## config.mk

```make
export PLATFORM = sky130hd
export DESIGN_NAME = iq_avg_snap_ctrl
export DESIGN_NICKNAME = d
export VERILOG_FILES = /design/src/rtl/iq_avg_snap_ctrl.sv
export SDC_FILE = /design/constraint.sdc
export NUM_CORES = 1
export LEC_CHECK = 0
export BUFFER_PORTS_ARGS = -buffer_cell sky130_fd_sc_hd__buf_4
export CORE_MARGIN = 4
export CORE_UTILIZATION = 51
export DETAILED_ROUTE_END_ITERATION = 6
export PLACE_DENSITY = 0.8
export SLEW_MARGIN = 15
export SYNTH_ARGS = -nofsm -noshare
export SYNTH_HDL_FRONTEND = slang
export SYNTH_SLANG_ARGS = --single-unit
```

## constraint.sdc

```tcl
create_clock -name user_clk -period 2.1 [get_ports user_clk]
set_input_delay 0.42 -clock user_clk [delete_from_list [all_inputs] [get_ports user_clk]]
set_output_delay 0.42 -clock user_clk [all_outputs]
set_load 0.03 [all_outputs]
```

## src/rtl/iq_avg_snap_ctrl.sv

```systemverilog
// iq_avg_snap_ctrl: sequences IQ frame accumulation, the accumulator dump
// and the snapshot capture of averaged words, with status for software.
module iq_avg_snap_ctrl #(
    parameter int N_CHAN = 256,
    parameter int ADDR_W = 8
) (
    input  logic              user_clk,
    input  logic              user_rst,
    input  logic [31:0]       ctrl_word_i,
    input  logic              iq_valid_i,
    input  logic              iq_last_i,
    input  logic              avg_valid_i,
    input  logic              avg_last_i,
    output logic              acc_clear_o,
    output logic              acc_en_o,
    output logic              acc_dump_o,
    output logic              snap_we_o,
    output logic [ADDR_W-1:0] snap_addr_o,
    output logic [31:0]       status_word_o
);
    typedef enum logic [2:0] {
        IDLE    = 3'd0,
        ARM     = 3'd1,
        ACCUM   = 3'd2,
        DUMP    = 3'd3,
        CAPTURE = 3'd4,
        DONE    = 3'd5
    } state_t;

    state_t            state_q, state_d;
    logic              start_prev_q;
    logic [15:0]       nfm1_q, nfm1_d;
    logic [16:0]       frame_q, frame_d;
    logic              done_q, done_d, aborted_q, aborted_d, clr_q, clr_d;
    logic [ADDR_W-1:0] addr_q, addr_d;
    logic              start, abort, iq_end, last_addr, busy, unused_ctrl;

    assign start       = ctrl_word_i[0] && !start_prev_q;
    assign abort       = ctrl_word_i[1];
    assign iq_end      = iq_valid_i && iq_last_i;
    assign last_addr   = addr_q == ADDR_W'(N_CHAN - 1);
    assign busy        = state_q != IDLE;
    assign unused_ctrl = ^{ctrl_word_i[31:24], ctrl_word_i[7:2]};
    assign snap_addr_o = addr_q;
    assign status_word_o = {frame_q[16] ? 16'hFFFF : frame_q[15:0], 9'd0, state_q,
                            1'b0, aborted_q, done_q, busy};

    always_comb begin
        state_d     = state_q;
        nfm1_d      = nfm1_q;
        frame_d     = frame_q;
        done_d      = done_q;
        aborted_d   = aborted_q;
        clr_d       = 1'b0;
        addr_d      = addr_q;
        acc_clear_o = 1'b0;
        acc_en_o    = 1'b0;
        acc_dump_o  = 1'b0;
        snap_we_o   = 1'b0;
        // abort overrides everything, including the strobes of this cycle
        if (busy && abort) begin
            state_d   = IDLE;
            aborted_d = 1'b1;
        end else begin
            case (state_q)
                IDLE: if (start && !abort) begin
                    state_d   = ARM;
                    nfm1_d    = ctrl_word_i[23:8];
                    frame_d   = '0;
                    done_d    = 1'b0;
                    aborted_d = 1'b0;
                    clr_d     = 1'b1;
                end
                ARM: begin
                    acc_clear_o = clr_q;
                    if (iq_end) state_d = ACCUM;
                end
                ACCUM: begin
                    acc_en_o = iq_valid_i;
                    if (iq_end) begin
                        frame_d = frame_q + 17'd1;
                        if (frame_q == {1'b0, nfm1_q}) state_d = DUMP;
                    end
                end
                DUMP: begin
                    acc_dump_o = 1'b1;
                    addr_d     = '0;
                    state_d    = CAPTURE;
                end
                CAPTURE: begin
                    snap_we_o = avg_valid_i;
                    if (avg_valid_i) begin
                        addr_d = addr_q + 1'b1;
                        if (avg_last_i || last_addr) state_d = DONE;
                    end
                end
                DONE: begin
                    done_d  = 1'b1;
                    state_d = IDLE;
                end
                default: state_d = IDLE;
            endcase
        end
    end

    always_ff @(posedge user_clk) begin
        if (user_rst) begin
            state_q      <= IDLE;
            start_prev_q <= 1'b1;
            nfm1_q       <= '0;
            frame_q      <= '0;
            done_q       <= 1'b0;
            aborted_q    <= 1'b0;
            clr_q        <= 1'b0;
            addr_q       <= '0;
        end else begin
            state_q      <= state_d;
            start_prev_q <= ctrl_word_i[0];
            nfm1_q       <= nfm1_d;
            frame_q      <= frame_d;
            done_q       <= done_d;
            aborted_q    <= aborted_d;
            clr_q        <= clr_d;
            addr_q       <= addr_d;
        end
    end
endmodule
```

; After elaboration in Yosys (flattened, before gate mapping)
; Cells that the tools add are included.
[classes]
n_reduce_logical = 22
n_div = 0
n_shift = 0
n_lt_le_gt_ge = 0
n_mul = 0
add_sub_neg = 2
n_eq_ne = 13
muxes = 26
bitwise = 2
[ops]
columns = operator, count
row1 = 17-bit 2-to-1 mux, 2
row2 = 17-bit case mux with 2 select lines, 1
row3 = 3-bit 2-to-1 mux, 6
row4 = 17-bit by 1-bit adder with 17-bit output (second input constant), 1
row5 = 17-bit by 16-bit == test with 1-bit output, 1
row6 = 16-bit 2-to-1 mux, 1
row7 = 8-bit case mux with 2 select lines, 1
row8 = 3-bit case mux with 5 select lines, 1
row9 = 1-bit 2-to-1 mux, 12
row10 = 2-bit inequality test (second input constant), 6
row11 = 2-bit nonzero test, 5
row12 = 3-bit AND reduction, 3
row13 = 8-bit by 1-bit adder with 8-bit output (second input constant), 1
row14 = 8-bit == test (second input constant), 1
row15 = 8-bit 2-to-1 mux, 1
row16 = 3-bit by 2-bit == test with 1-bit output (second input constant), 2
row17 = 3-bit == test (second input constant), 2
row18 = 6-bit AND reduction, 1
row19 = 1-bit logical AND, 4
row20 = 4-bit AND reduction, 1
row21 = 3-bit by 1-bit == test with 1-bit output (second input constant), 1
row22 = 3-bit zero test, 1
row23 = 3-bit nonzero test, 1
row24 = 3-bit OR reduction, 1
row25 = other kinds (6), 8
[totals]
in_bits = 38
latchBits = 0
n_memories = 0
output_inout_bits = 44
mem_bits_rw = 0
wordCells = 73
reg_bits = 48
rom_bits = 0

; Longest topological paths before layout
; Gate-level depths: netlist (run 1).
[logic_depth]
word_depth = 6
mapped_depth = 8
ltp_nobuf = 5

; Worst setup path after synthesis (run 1)
; Ideal clock, no wire load.
[synth_timing]
path_type = flip-flop to flip-flop
from = register state_q[1]
to = register addr_q[2] (netlist: snap_addr_o[2])
path_stages_with_launch = 7
setup_ps = 121
synth_period_minus_slack_ps = 2690
arrival_ps = 2569
required_time_ps = 1979
setup_slack_ps = -590
n_path_buf = 2
path_cell_list = dfxtp_1 -> clkbuf_1 -> inv_1 -> nor4b_1 -> or2_2 -> clkbuf_1 -> nor2_1
[synth_via]
elab_chain_len = 4
elab_cells_between_ends = 9
cone_classes = eq/ne (3) / mux (1) / bitwise (1) / reduce/logical (4)
[synth_lines]
columns = item, line
row1 = "start, declared", 30  ; state_t state_q, state_d;
row2 = "start signal, assigned", 117  ; state_q <= state_d;
row3 = "parallel branches: the longest is 4 deep, another holds 3-bit == test", -
row4 = "end signal, assigned", 124  ; addr_q <= addr_d;
row5 = "end, declared", 35  ; logic [ADDR_W-1:0] addr_q, addr_d;
; Several ways; the timed one is not identified.
; A chain may end at the register's enable or synchronous reset.

; Final worst setup path (run 1)
[layout_timing]
from = register state_q[2]
to = output port snap_we_o
[layout_via]
elab_chain_len = 3
elab_cells_between_ends = 5
cone_classes = eq/ne (1) / mux (2) / reduce/logical (2)
[layout_lines]
columns = item, line
row1 = 3-bit == test or 3-bit nonzero test (tied branches), "65, 42"
row2 = 1-bit 2-to-1 mux or 1-bit logical AND (tied branches), "65, 61"
row3 = 1-bit 2-to-1 mux *, 61  ; if (busy && abort) begin
row4 = "end, declared", 17  ; output logic snap_we_o,
; Mark *: on every way between the ends. The rest lies on a longest branch, timed or not.

==> reports/summary.md, run 1 <==
The final hold violation count was 0; the switching power was 570.2 uW. The number of distinct library cells after synthesis was 43. Master of the slowest instance on the critical path: or3b_2. In this run the power density over the cells is 606.1 nW/um^2.

The run gives 0.199 as the fraction of power consumed by combinational cells. The transition time at the pin with the least slew margin came out at 0.6017 ns. For the finished layout, the period the worst path requires is 2.000 ns.

The relative contribution of the clock network to total power is 0.287, and the sequential share of power is 0.514. The critical path goes through or3b_2 > nor2b_4 > buf_4. The net switching share of the total power was 0.3015; the total leakage power was 1.382 nW. The run gives 0.5297 as the starting density of the core.

The cell area after technology mapping is 2519 sq um, and the number of setup buffers added after CTS is 0. The H-tree was split into 2 levels. For the smallest setup slack after layout, the log shows 0.1000 ns.

After legalization and detailed placement, the total HPWL measured 4287 microns. Setup repair after global routing left no endpoint under its margin. Largest incremental delay on the critical path: 0.53 ns.

The floorplan step defined a die boundary enclosing 6127 sq um. The run gives 969.7 sq um as the area used by sequential logic in the layout. Max-cap violations in this run came to 0. The run gives 0 as the number of antenna repair diodes.

The clock sink total was 48; the count of final setup violators was 0. Horizontal extent of the die: 78.28 microns. Number of remaining DRC errors: 0. The worst IR drop on VDD is 0.0003375 V, and the part of the cycle the worst path needs is 0.9524. At the end of routability-driven placement, the weighted congestion stood at 0.8918.

The region available for standard cell placement spans 4755 sq um. For the synthesized instance count, the log shows 312. In this run the clock root is driven by a clkbuf_8. Clock transition at the registers of the reported paths: 0.09 ns. The internal power was 1.321 mW. In this run the vertical extent of the chip is 78.28 microns.

The fraction of final layout cells sized beyond drive strength 1 was 0.2943. The logs give 0 for the final antenna-violating net count and 0.6563 for the final core utilization. For this run, the leading register cell type out of synthesis is dfxtp_1. For the worst-skew pair, the clock arrives at the later sink with an insertion delay of 0.30 ns. Data arrives at the worst endpoint at 1.58 ns.

For this block, the via count after detailed routing is 2242. For this run, the number of Yosys warnings is 0. For the number of antenna violations at the first check in global routing, the log shows 0. Before CTS, the worst setup slack after placement is 0.1149 ns. After global routing the overflow that remains totals 0. The detailed-router iteration count before antenna repair came out at 4. The run gives 5748 microns as the routed wire length. The number of global-route vias before repair was 2053. The multi-input combinational cells in the finished layout cover a total of 1439 sq um. The worst setup path is launched from a register.

For this run, the top clock speed supported by timing is 500.0 MHz. The run finished with clean final reports. The proportion of synthesized flip-flops having asynchronous set or reset was 0. The layout net count came out at 406. The average wire per cell in the routed design works out to 13.24 microns. The relative slew slack is 0.5971. Type of element capturing the critical path: a primary output.

For the total global-route track usage, the log shows 0.2002. The worst min-delay path category was in2reg. The count of buffers added on input and output ports is 57. The maximum net fanout on the critical path came out at 15. Counting the buffers created by CTS gives 5.

The maximum clock insertion buffer count is 2. The classification of the worst setup path was reg2out. The post-synthesis area per instance is 8.073 sq um.

Counting flops with a built-in enable in the synthesized netlist gives 0. The first global-routing pass estimated 9880 microns of wire. On the final layout, the worst clock skew is 0.002886 ns.

Compared with the post-synthesis result, the final layout area differs by 23.89%. The vias per cell was 5.166; the flip-flop and latch count after synthesis was 48. Count of pins on the block boundary: 82. The floorplan has 25 rows. The tools report the sequential area share after synthesis as 0.3815.

TritonCTS built the clock tree. STA puts the critical path data required time at 1.68 ns. The number of max-slew violations in the final report is 0, and the number of fill cells in the layout is 438.

The run gives 25 as the maximum number of pins on one net before global-route repair. The first routing iteration left 196 violations.
[through the flow]
| stage | power [mW] | hold WS [ns] | std cells | setup TNS, ns | area (sq um) |
|---|---|---|---|---|---|
| floorplan | 1.273 | 0.4263 | 321 | -0.01722 | 2587 |
| global placement | 1.356 | 0.4398 | 426 | 0 | 3018 |
| detailed placement | 1.362 | 0.4458 | 426 | 0 | 3018 |
| CTS | 1.894 | 0.3197 | 434 | 0 | 3109 |
| global route | 1.988 | 0.3156 | 434 | 0 | 3120 |
| finish | 1.891 | 0.3228 | 434 | 0 | 3120 |
[worst max-delay path: cells and delay by family, from the launching register on]
| family | cells | cell delay (ns) |
|---|---|---|
| buf+inv | 1 | 0.16 |
| flops | 1 | 0.44 |
| simple gates | 2 | 0.67 |
[cells in the final DEF (no fill, tap or decap), types with 2 or more instances in the layout]
cell type,count
a211oi_1,3
ha_1,2
nor4_1,9
a31oi_1,2
nand3b_1,2
xor2_1,20
or2_2,20
or4_1,2
nand3_1,7
dfxtp_1,45
o211ai_1,3
xnor2_1,16
nor2_1,31
dfxtp_4,2
and4_1,3
buf_4,69
inv_1,6
nand2b_1,4
nand4_1,4
clkinv_2,2
a21o_1,2
nor3_1,5
and2_1,3
o21ai_0,2
nand2_1,41
or3_1,4
a21oi_1,21
clkbuf_8,5
conb_1,10
[metal layers]
| layer | GRT usage | up-vias | share of wire | routed length [microns] |
|---|---|---|---|---|
| met1 | 0.2844 | 1025 | 0.47 | 2716 |
| met2 | 0.2997 | 67 | 0.45 | 2595 |
| met4 | 0.07517 | 0 | 0.022 | 124 |
| li1 | - | 1138 | - | - |
| met3 | 0.03899 | 12 | 0.054 | 312 |
| met5 | 0 | - | 0 | 0 |
[synth_stat cells, drive strengths merged, types with 2 or more instances]
library cell / n / area share
o211ai: 3 / 0.0089
a221oi: 2 / 0.0094
clkbuf: 14 / 0.021
nor2: 31 / 0.046
or2: 20 / 0.050
a21oi: 22 / 0.044
ha: 2 / 0.0099
buf: 17 / 0.047
dfxtp: 48 / 0.38
a31oi: 2 / 0.0050
nand2b: 4 / 0.0099
nand4: 4 / 0.0099
and2: 3 / 0.0075
a211oi: 3 / 0.0089
or3b: 3 / 0.010
nand2: 41 / 0.061
xnor2: 16 / 0.056
nand3: 8 / 0.018
nor4b: 2 / 0.0070
nand3b: 2 / 0.0060
nor3b: 2 / 0.0060
or4: 2 / 0.0060
inv: 6 / 0.0089
o21ai: 2 / 0.0040
xor2: 20 / 0.070
nor3: 5 / 0.0099
nor2b: 2 / 0.0050
and4: 3 / 0.010
nor4: 9 / 0.022
or3: 4 / 0.0099
a21o: 2 / 0.0060
[registers in the layout (all words and copies together), names as in the netlist]
| name | cells |
|---|---|
| done_q | 1 |
| aborted_q | 1 |
| frame_q | 17 |
| state_q | 3 |
| nfm1_q | 16 |
| clr_q | 1 |
| snap_addr_o | 8 |
| start_prev_q | 1 |
[power by group through the flow]
stage / clock network (mW) / registers [mW] / logic, mW
6_report: 0.542 / 0.973 / 0.376
5_1_grt: 0.598 / 0.980 / 0.410
3_5_place_dp: 0 / 0.993 / 0.369
3_3_place_gp: 0 / 0.992 / 0.364
4_1_cts: 0.549 / 0.973 / 0.372
2_1_floorplan: 0 / 0.986 / 0.287
[repair_timing]
action                                  4_1_cts  5_1_grt
resized for setup                             3        4
hold buffers                                  0        0
cloned                                        0        0
endpoints found under the setup margin        2        2
[final timing paths]
kind,from,endpoint,slack [ns],depth (start not counted)
worst max-delay path,state_q[2]$_SDFFE_PP0P_,snap_we_o,0.10,3
worst min-delay path,ctrl_word_i[0],start_prev_q$_SDFF_PP1_,0.32,2
worst max register to register,frame_q[6]$_SDFFE_PP0P_,frame_q[12]$_SDFFE_PP0P_,0.28,5
worst min register to register,done_q$_SDFFE_PP0P_,done_q$_SDFFE_PP0P_,0.46,2
[final cells by class]
| class | count | area share |
|---|---|---|
| flip-flops and latches | 48 | 0.3107 |
| well taps | 67 | 0.02686 |
| inverters | 6 | 0.007217 |
| repair buffers | 69 | 0.1660 |
| clock inverters | 3 | 0.006014 |
| clock buffers | 5 | 0.02205 |
| multi-input cells | 236 | 0.4611 |
[logic make-up (layout without fill, tap and decap cells)]
group                    Yosys count  count (layout)  share of synthesized area
flip-flops                        48              48                     0.3815
buffers and inverters             37              83                    0.07650
AO/OA/AOI/OAI                     39              39                    0.09538
other                              1              10                   0.001489
adder cells (fa/ha/maj)            2               2                   0.009934
multiplexers                       1               1                   0.003974
AND/OR/NAND/NOR                  148             148                     0.3060
XOR/XNOR                          36              36                     0.1252
Power figures use the tool's default switching activity.
==> run 2, diff against run 1 <==
--- a/config.mk
+++ b/config.mk
@@ -9,7 +9,7 @@
 export CORE_MARGIN = 4
 export CORE_UTILIZATION = 51
 export DETAILED_ROUTE_END_ITERATION = 6
-export PLACE_DENSITY = 0.8
+export PLACE_DENSITY = 0.84
 export SLEW_MARGIN = 15
 export SYNTH_ARGS = -nofsm -noshare
 export SYNTH_HDL_FRONTEND = slang
==> run 2 against run 1 <==
Against the previous run: combinational power rose by 2%; clock skew increased by 0.0065 ns; flip-flop and latch count unchanged; non-clock buffer count stayed put; largest power group unchanged; largest cell class unchanged; worst hold slack improved by 0.011 ns; global-route usage fell by 0.25 points; highest routed layer unchanged.
==> reports/summary.md, run 2 (synthesized netlist as in run 1, its figures left out) <==
Starting density of the core: 0.5297. For the pin with the worst max-slew slack, the measured transition is 0.5582 ns. The minimum period implied by the final worst setup slack is 2.023 ns, and the average wire per cell in the routed design is 13.55 microns. The first TritonRoute pass finished after 4 iterations.

Data arrives at the worst endpoint at 1.60 ns. The part of the cycle the worst path needs works out to 0.9634. For the cts-stage hold buffer count, the log shows 0. Dividing total power by cell area gives a power density of 613.8 nW/um^2. The run gives 2 as the quantity of gates resized following cts.

Post-CTS timing repair inserted 0 buffers for setup. For this block, the routed nets add up to 5879 microns of wire. The tools report the final hold violation count as 0. In the routed layout, each cell is associated on average with a via count of 5.143. Between clock sinks in the finished design, the worst skew comes to 0.009408 ns. The layout overhead on the synthesized area is 23.84%, and the number of flip-flops under the largest register name is 17. Traced cell by cell, the critical path runs through or3b_2 > nor3b_4 > buf_4. Timing would allow up to 494.3 MHz. Of all nets on the critical path, the largest fanout is 13. Across the run, the number of max-cap violations was 0. The tightest min-delay check is of the in2reg type. Global routing finished with a remaining overflow of 0. After layout, the design draws a total of 1.915 mW.

TritonCTS built the clock tree. Across all hold checks on the routed design, the worst slack comes to 0.3342 ns. The placeable core area was 4755 sq um. Setup repair after global routing left no endpoint under its margin.

The met3 track demand over resource is 0.03211. The flow ran to the end, and the final reports show no timing, DRC or antenna violations. The number of rows created at floorplan came out at 25. The count of buffers added on input and output ports is 57. Most used routing layer in global routing: met2.

The kind of cell with the highest combined delay along the critical path is simple AND/OR/NAND/NOR gates. The worst setup path is captured at a primary output. For the total global-route track usage, the log shows 0.1978. The horizontal extent of the die came out at 78.28 microns. The number of antenna repair diodes came out at 0. The startpoint class of the critical path is a register. The first global-routing pass estimated 9818 microns of wire. In this run the static leakage power is 1.377 nW.

At the end of the flow, the number of nets in the layout was 406. The logs give 2 for the count of H-tree levels built during CTS and 25 for the maximum number of pins on one net before global-route repair. Number of max-slew violations in the final report: 0. For this run, design rule violations remaining after detail routing come to 0. The fraction of final layout cells sized beyond drive strength 1 was 0.2861. For this design, the sink count on the clock tree is 48. At the end of routability-driven placement, the weighted congestion stood at 0.8620. For this design, the slowest cell found on the critical path is or3b_2. Setup violations remaining at the end of the flow were counted as 0.

The fraction of met2 tracks used by global routing was 0.3450. The tree is rooted in a clkbuf_8. After clock tree synthesis, the clock-pin slew on the worst setup and hold paths is 0.08 ns.

In the layout the commonest cells are buf_4, dfxtp_1, nand2_1. The logs give 2112 for the number of global-route vias before repair and 82 for the count of pins on the block boundary. On the worst path, the slowest cell contributes a delay of 0.51 ns.

For the endpoint required time on the critical path, the log shows 1.68 ns. The finished layout holds 434 standard cells, fillers aside. The height of the die was 78.28 microns; the final antenna-violating net count was 0. Summed over all nets, the half-perimeter wirelength after detailed placement is 4464 microns. For the number of antenna violations at the first check in global routing, the log shows 0. The clock latency on the worst-skew pair was 0.30 ns; the global-route track usage on met1 was 0.2416. Ranked by flip-flop count, first place goes to frame_q.

By startpoint and endpoint, the worst setup path is classified as reg2out. The die covers 6127 sq um. The run gives 0.6262 as the relative slew slack. For the total clock buffers created by CTS, the log shows 5.

The number of placed instances, taps included, is 426. The routed layout has 2232 vias. The worst IR drop on VDD is 0.0004073 V, and the maximum clock insertion buffer count is 2. The sum of buffers and inverters on the critical path is 1, and the iteration-0 DRC count of the detailed router is 169. The library cell used most frequently in the layout, excluding fill and tap cells, is buf_4.
## run 2: final timing paths
kind / slack [ns] / endpoint / startpoint / depth (start not counted)
worst max-delay path: 0.08 / acc_en_o / state_q[1]$_SDFFE_PP0P_ / 3
worst min-delay path: 0.33 / start_prev_q$_SDFF_PP1_ / ctrl_word_i[0] / 2
worst max register to register: 0.27 / frame_q[12]$_SDFFE_PP0P_ / frame_q[6]$_SDFFE_PP0P_ / 5
worst min register to register: 0.47 / nfm1_q[1]$_SDFFE_PP0P_ / nfm1_q[1]$_SDFFE_PP0P_ / 2
## run 2: layer usage
metal	vias to the layer above	share of wire	wire length, microns
li1	1134	-	-
met1	1032	0.44	2583
met2	54	0.50	2936
met3	12	0.037	219
met4	0	0.024	140
met5	-	0	0
## run 2: power breakdown
part / switching (mW) / internal [mW]
clock: 0.299 / 0.268
sequential: 0.0319 / 0.932
combinational: 0.224 / 0.160
## run 2: layout make-up
cell class	count	area, sq um
Clock inverter	1	7.507
Fill cell	426	1635
Inverter	6	22.52
Tap cell	67	83.83
Sequential cell	48	968.4
Clock buffer	7	86.33
Multi-Input combinational cell	236	1433
Timing Repair Buffer	69	518.0
## run 2: through the flow
step	area (sq um)	utilization	setup WS [ns]	setup TNS [ns]
final	3119	0.6561	0.07689	0
after global routing	3119	0.6561	0.01093	0
after CTS	3114	0.6550	0.01861	0
after detailed placement	3018	0.6347	0.1263	0
after global placement	3018	0.6347	0.1552	0
after floorplan	2587	-	-0.01722	-0.01722
==> run 3, diff against run 2 <==
--- a/config.mk
+++ b/config.mk
@@ -7,9 +7,9 @@
 export LEC_CHECK = 0
 export BUFFER_PORTS_ARGS = -buffer_cell sky130_fd_sc_hd__buf_4
 export CORE_MARGIN = 4
-export CORE_UTILIZATION = 51
+export CORE_UTILIZATION = 33
 export DETAILED_ROUTE_END_ITERATION = 6
-export PLACE_DENSITY = 0.84
+export PLACE_DENSITY = 0.6
 export SLEW_MARGIN = 15
 export SYNTH_ARGS = -nofsm -noshare
 export SYNTH_HDL_FRONTEND = slang
==> run 3 against run 2 <==
Against the previous run: clock skew shrank 0.0044 ns; sequential share of layout area shrank 0.97 points; non-clock buffer count grew 5; final area grew 3.1%; critical path depth is the same; clock-buffer cell count is the same; die area grew 48%; fmax grew 0.39%; sequential power grew 0.4%; register-to-register slack lost 0.06 ns; clock power grew 2%; core utilization shrank 22 points; largest cell class unchanged.
==> reports/summary.md, run 3 (synthesized netlist as in run 1, its figures left out) <==
The relative slew slack is 0.6082. The most critical setup path has its startpoint at state_q[1]$_SDFFE_PP0P_. The tool flagged a number of max-cap violations equal to 0. The logs give 411 for the layout net count and 0 for the final antenna-violating net count.

The area of the die was 9094 sq um. The master of the slowest instance on the critical path was or3b_2. The average wire per cell in the routed design is 13.18 microns. Count of H-tree levels built during CTS: 2. The largest incremental delay on the critical path is 0.51 ns.

The classification of the worst setup path was reg2out. The global placement routability congestion is 0.8323. In this run, CTS created clock tree buffers numbering 5.

The layout overhead on the synthesized area was 27.67%; the worst IR drop on VDD was 0.0002131 V. The logs give 0.204 for the fraction of power consumed by combinational cells and 344 microns for the detailed route wirelength on metal3. The post-route cell area was 3216 sq um; the placeable core area was 7331 sq um.

The overflow left after global routing was 0. The detailed router put a total of 2930 microns of wire on met1. The number of global-route vias before repair was 2250; the number of remaining DRC errors was 0. The final layout contains routed wiring with a total length of 6207 microns. The tools report the post-layout instance count excluding filler cells as 471. The worst min-delay path category was in2reg.

The total vias in the final route is 2244, and the total placed instance area is 3080 sq um. Counting flops per register, the top entry is frame_q. The starting density of the core is 0.3436.

The total global-route track usage was 0.1440. The first global-routing pass estimated 10250 microns of wire. The run gives 0.004988 ns as the setup skew after layout. The run gives 0 as the number of max-slew violations in the final report. In this run the critical register-to-register path is captured at snap_addr_o[7]$_SDFFE_PP0P_. The floorplan step set the die width to 95.37 microns. Based on the critical path, the design can be clocked at up to 496.2 MHz.

The height of the die was 95.37 microns. The first detailed-routing pass took 4 iterations. The tools report the total leakage power as 1.401 nW. TritonCTS built the clock tree. Count of final setup violators: 0. At the later pin of the worst-skew pair, clock insertion delay measures 0.30 ns. Clock sink total: 48. Leaving out fill and tap cells, the most frequent cell in the layout is buf_4.

The number of buffers inserted by port buffering was 57. The depth of the worst register-to-register path is 8, and the post-placement cell count is 461. The run gives 98 as the iteration-0 DRC count of the detailed router. The critical path runs through a total of 3 cells. The fraction of final layout cells sized beyond drive strength 1 works out to 0.3038. The cts-stage hold buffer count was 0. Leaving out fill and tap cells, the most frequent cells in the layout are buf_4, dfxtp_1, nand2_1. In this run the clock root is driven by a clkbuf_8. The number of fill cells in the layout came out at 769. The count of pins on the block boundary came out at 82. The startpoint of the most critical register-to-register path is state_q[2]$_SDFFE_PP0P_. Grouping stages by cell kind, the critical path spends the most delay in simple AND/OR/NAND/NOR gates. Met2 routed wirelength: 2830 microns. The sum of buffers and inverters on the critical path is 1, and the endpoint required time on the critical path is 1.68 ns. The sequential share of power came out at 0.499. Power spread over the standard cell area amounts to 603.1 nW/um^2.

Detailed placement finished with a half-perimeter wire length of 4721 microns. The number of flip-flops under the largest register name came out at 17. The tools report the number of rows created at floorplan as 31. STA classifies the critical path startpoint as a register. The final core utilization was 0.4386; the minimum period implied by the final worst setup slack was 2.015 ns.

STA classifies the critical path endpoint as a primary output. The final hold violation count was 0. The run gives 1.60 ns as the data arrival time at the worst-slack endpoint. In this run the deepest clock path goes through 2 buffers. Setup slack on the worst reg-to-reg path comes out at 0.21 ns. The vias per cell is 4.764. Traced cell by cell, the critical path runs through or3b_2 > nor3b_4 > buf_4.

The part of the cycle the worst path needs came out at 0.9597. For the relative contribution of the clock network to total power, the log shows 0.297. The flow ran to the end, and the final reports show no timing, DRC or antenna violations. The repair_antennas step left the layout with diodes totalling 0.

For the area used by sequential logic in the layout, the log shows 967.2 sq um. After clock tree synthesis, the clock-pin slew on the worst setup and hold paths is 0.08 ns. Internal power: 1.371 mW.

Following the worst setup path forward leads to its endpoint at acc_en_o. For the area used by multi-input combinational logic, the log shows 1453 sq um. The net switching share of the total power is 0.2932, and the transition time at the pin with the least slew margin is 0.5851 ns. Maximum number of pins on one net before global-route repair: 25. In this run the worst path has a maximum fanout of 9. The analysis attributes to net switching a power of 568.7 uW. The highest metal layer with signal wires is met4. The number of antenna violations at the first check in global routing was 0.
## run 3: power by group through the flow
| stage | clock [mW] | sequential (mW) | combinational (mW) |
|---|---|---|---|
| after floorplan | 0 | 0.986 | 0.287 |
| after global placement | 0 | 0.986 | 0.391 |
| after detailed placement | 0 | 0.987 | 0.393 |
| after CTS | 0.597 | 0.967 | 0.393 |
| after global routing | 0.635 | 0.973 | 0.432 |
| final | 0.576 | 0.968 | 0.396 |
## run 3: cell type report
class / instances / share of cell area
inverters: 6 / 0.007004
flip-flops and latches: 48 / 0.3008
well taps: 99 / 0.03852
multi-input cells: 236 / 0.4518
clock buffers: 7 / 0.02685
repair buffers: 74 / 0.1728
clock inverters: 1 / 0.002335
## run 3: how the worst min path moves through the flow
| stage | startpoint | end | slack (ns) | cells past startpoint |
|---|---|---|---|---|
| 6_report | ctrl_word_i[0] | start_prev_q$_SDFF_PP1_ | 0.32 | 2 |
| 3_5_place_dp | nfm1_q[8]$_SDFFE_PP0P_ | nfm1_q[8]$_SDFFE_PP0P_ | 0.46 | 2 |
| 5_1_grt | ctrl_word_i[0] | start_prev_q$_SDFF_PP1_ | 0.31 | 2 |
| 4_1_cts | ctrl_word_i[0] | start_prev_q$_SDFF_PP1_ | 0.31 | 2 |
| 3_3_place_gp | nfm1_q[2]$_SDFFE_PP0P_ | nfm1_q[2]$_SDFFE_PP0P_ | 0.45 | 2 |
| 2_1_floorplan | done_q$_SDFFE_PP0P_ | done_q$_SDFFE_PP0P_ | 0.43 | 2 |
## run 3: repair_timing
| action | 4_1_cts | 5_1_grt |
|---|---|---|
| gates resized for setup | 2 | 4 |
| pin swaps | 0 | 0 |
| setup buffers | 0 | 2 |
| endpoints found under the hold margin | 0 | 0 |
| setup endpoints to repair | 2 | 2 |
## run 3: layer usage
| layer | GRT usage | vias to the layer above |
|---|---|---|
| met1 | 0.1911 | 1041 |
| li1 | - | 1142 |
| met2 | 0.2297 | 55 |
| met4 | 0.04688 | 0 |
| met5 | 0 | - |
| met3 | 0.03394 | 6 |
## run 3: through the flow
stage	hold WS, ns	setup TNS [ns]	power, mW	setup slack, ns
6_report	0.3204	0	1.939	0.08468
3_5_place_dp	0.4604	0	1.380	0.1490
5_1_grt	0.3051	-0.0007105	2.041	-0.0007105
4_1_cts	0.3126	0	1.957	0.03309
2_1_floorplan	0.4263	-0.01722	1.273	-0.01722
3_3_place_gp	0.4533	0	1.377	0.1689
## run 3: worst reg2reg max path: stages (launching register included)
cell and delay [ns]:
dfxtp_4 0.38, buf_4 0.17, nand3b_1 0.22, buf_4 0.18, a2111oi_0 0.37, buf_4 0.19
nand3_1 0.08, xor2_1 0.15, nor2_1 0.05
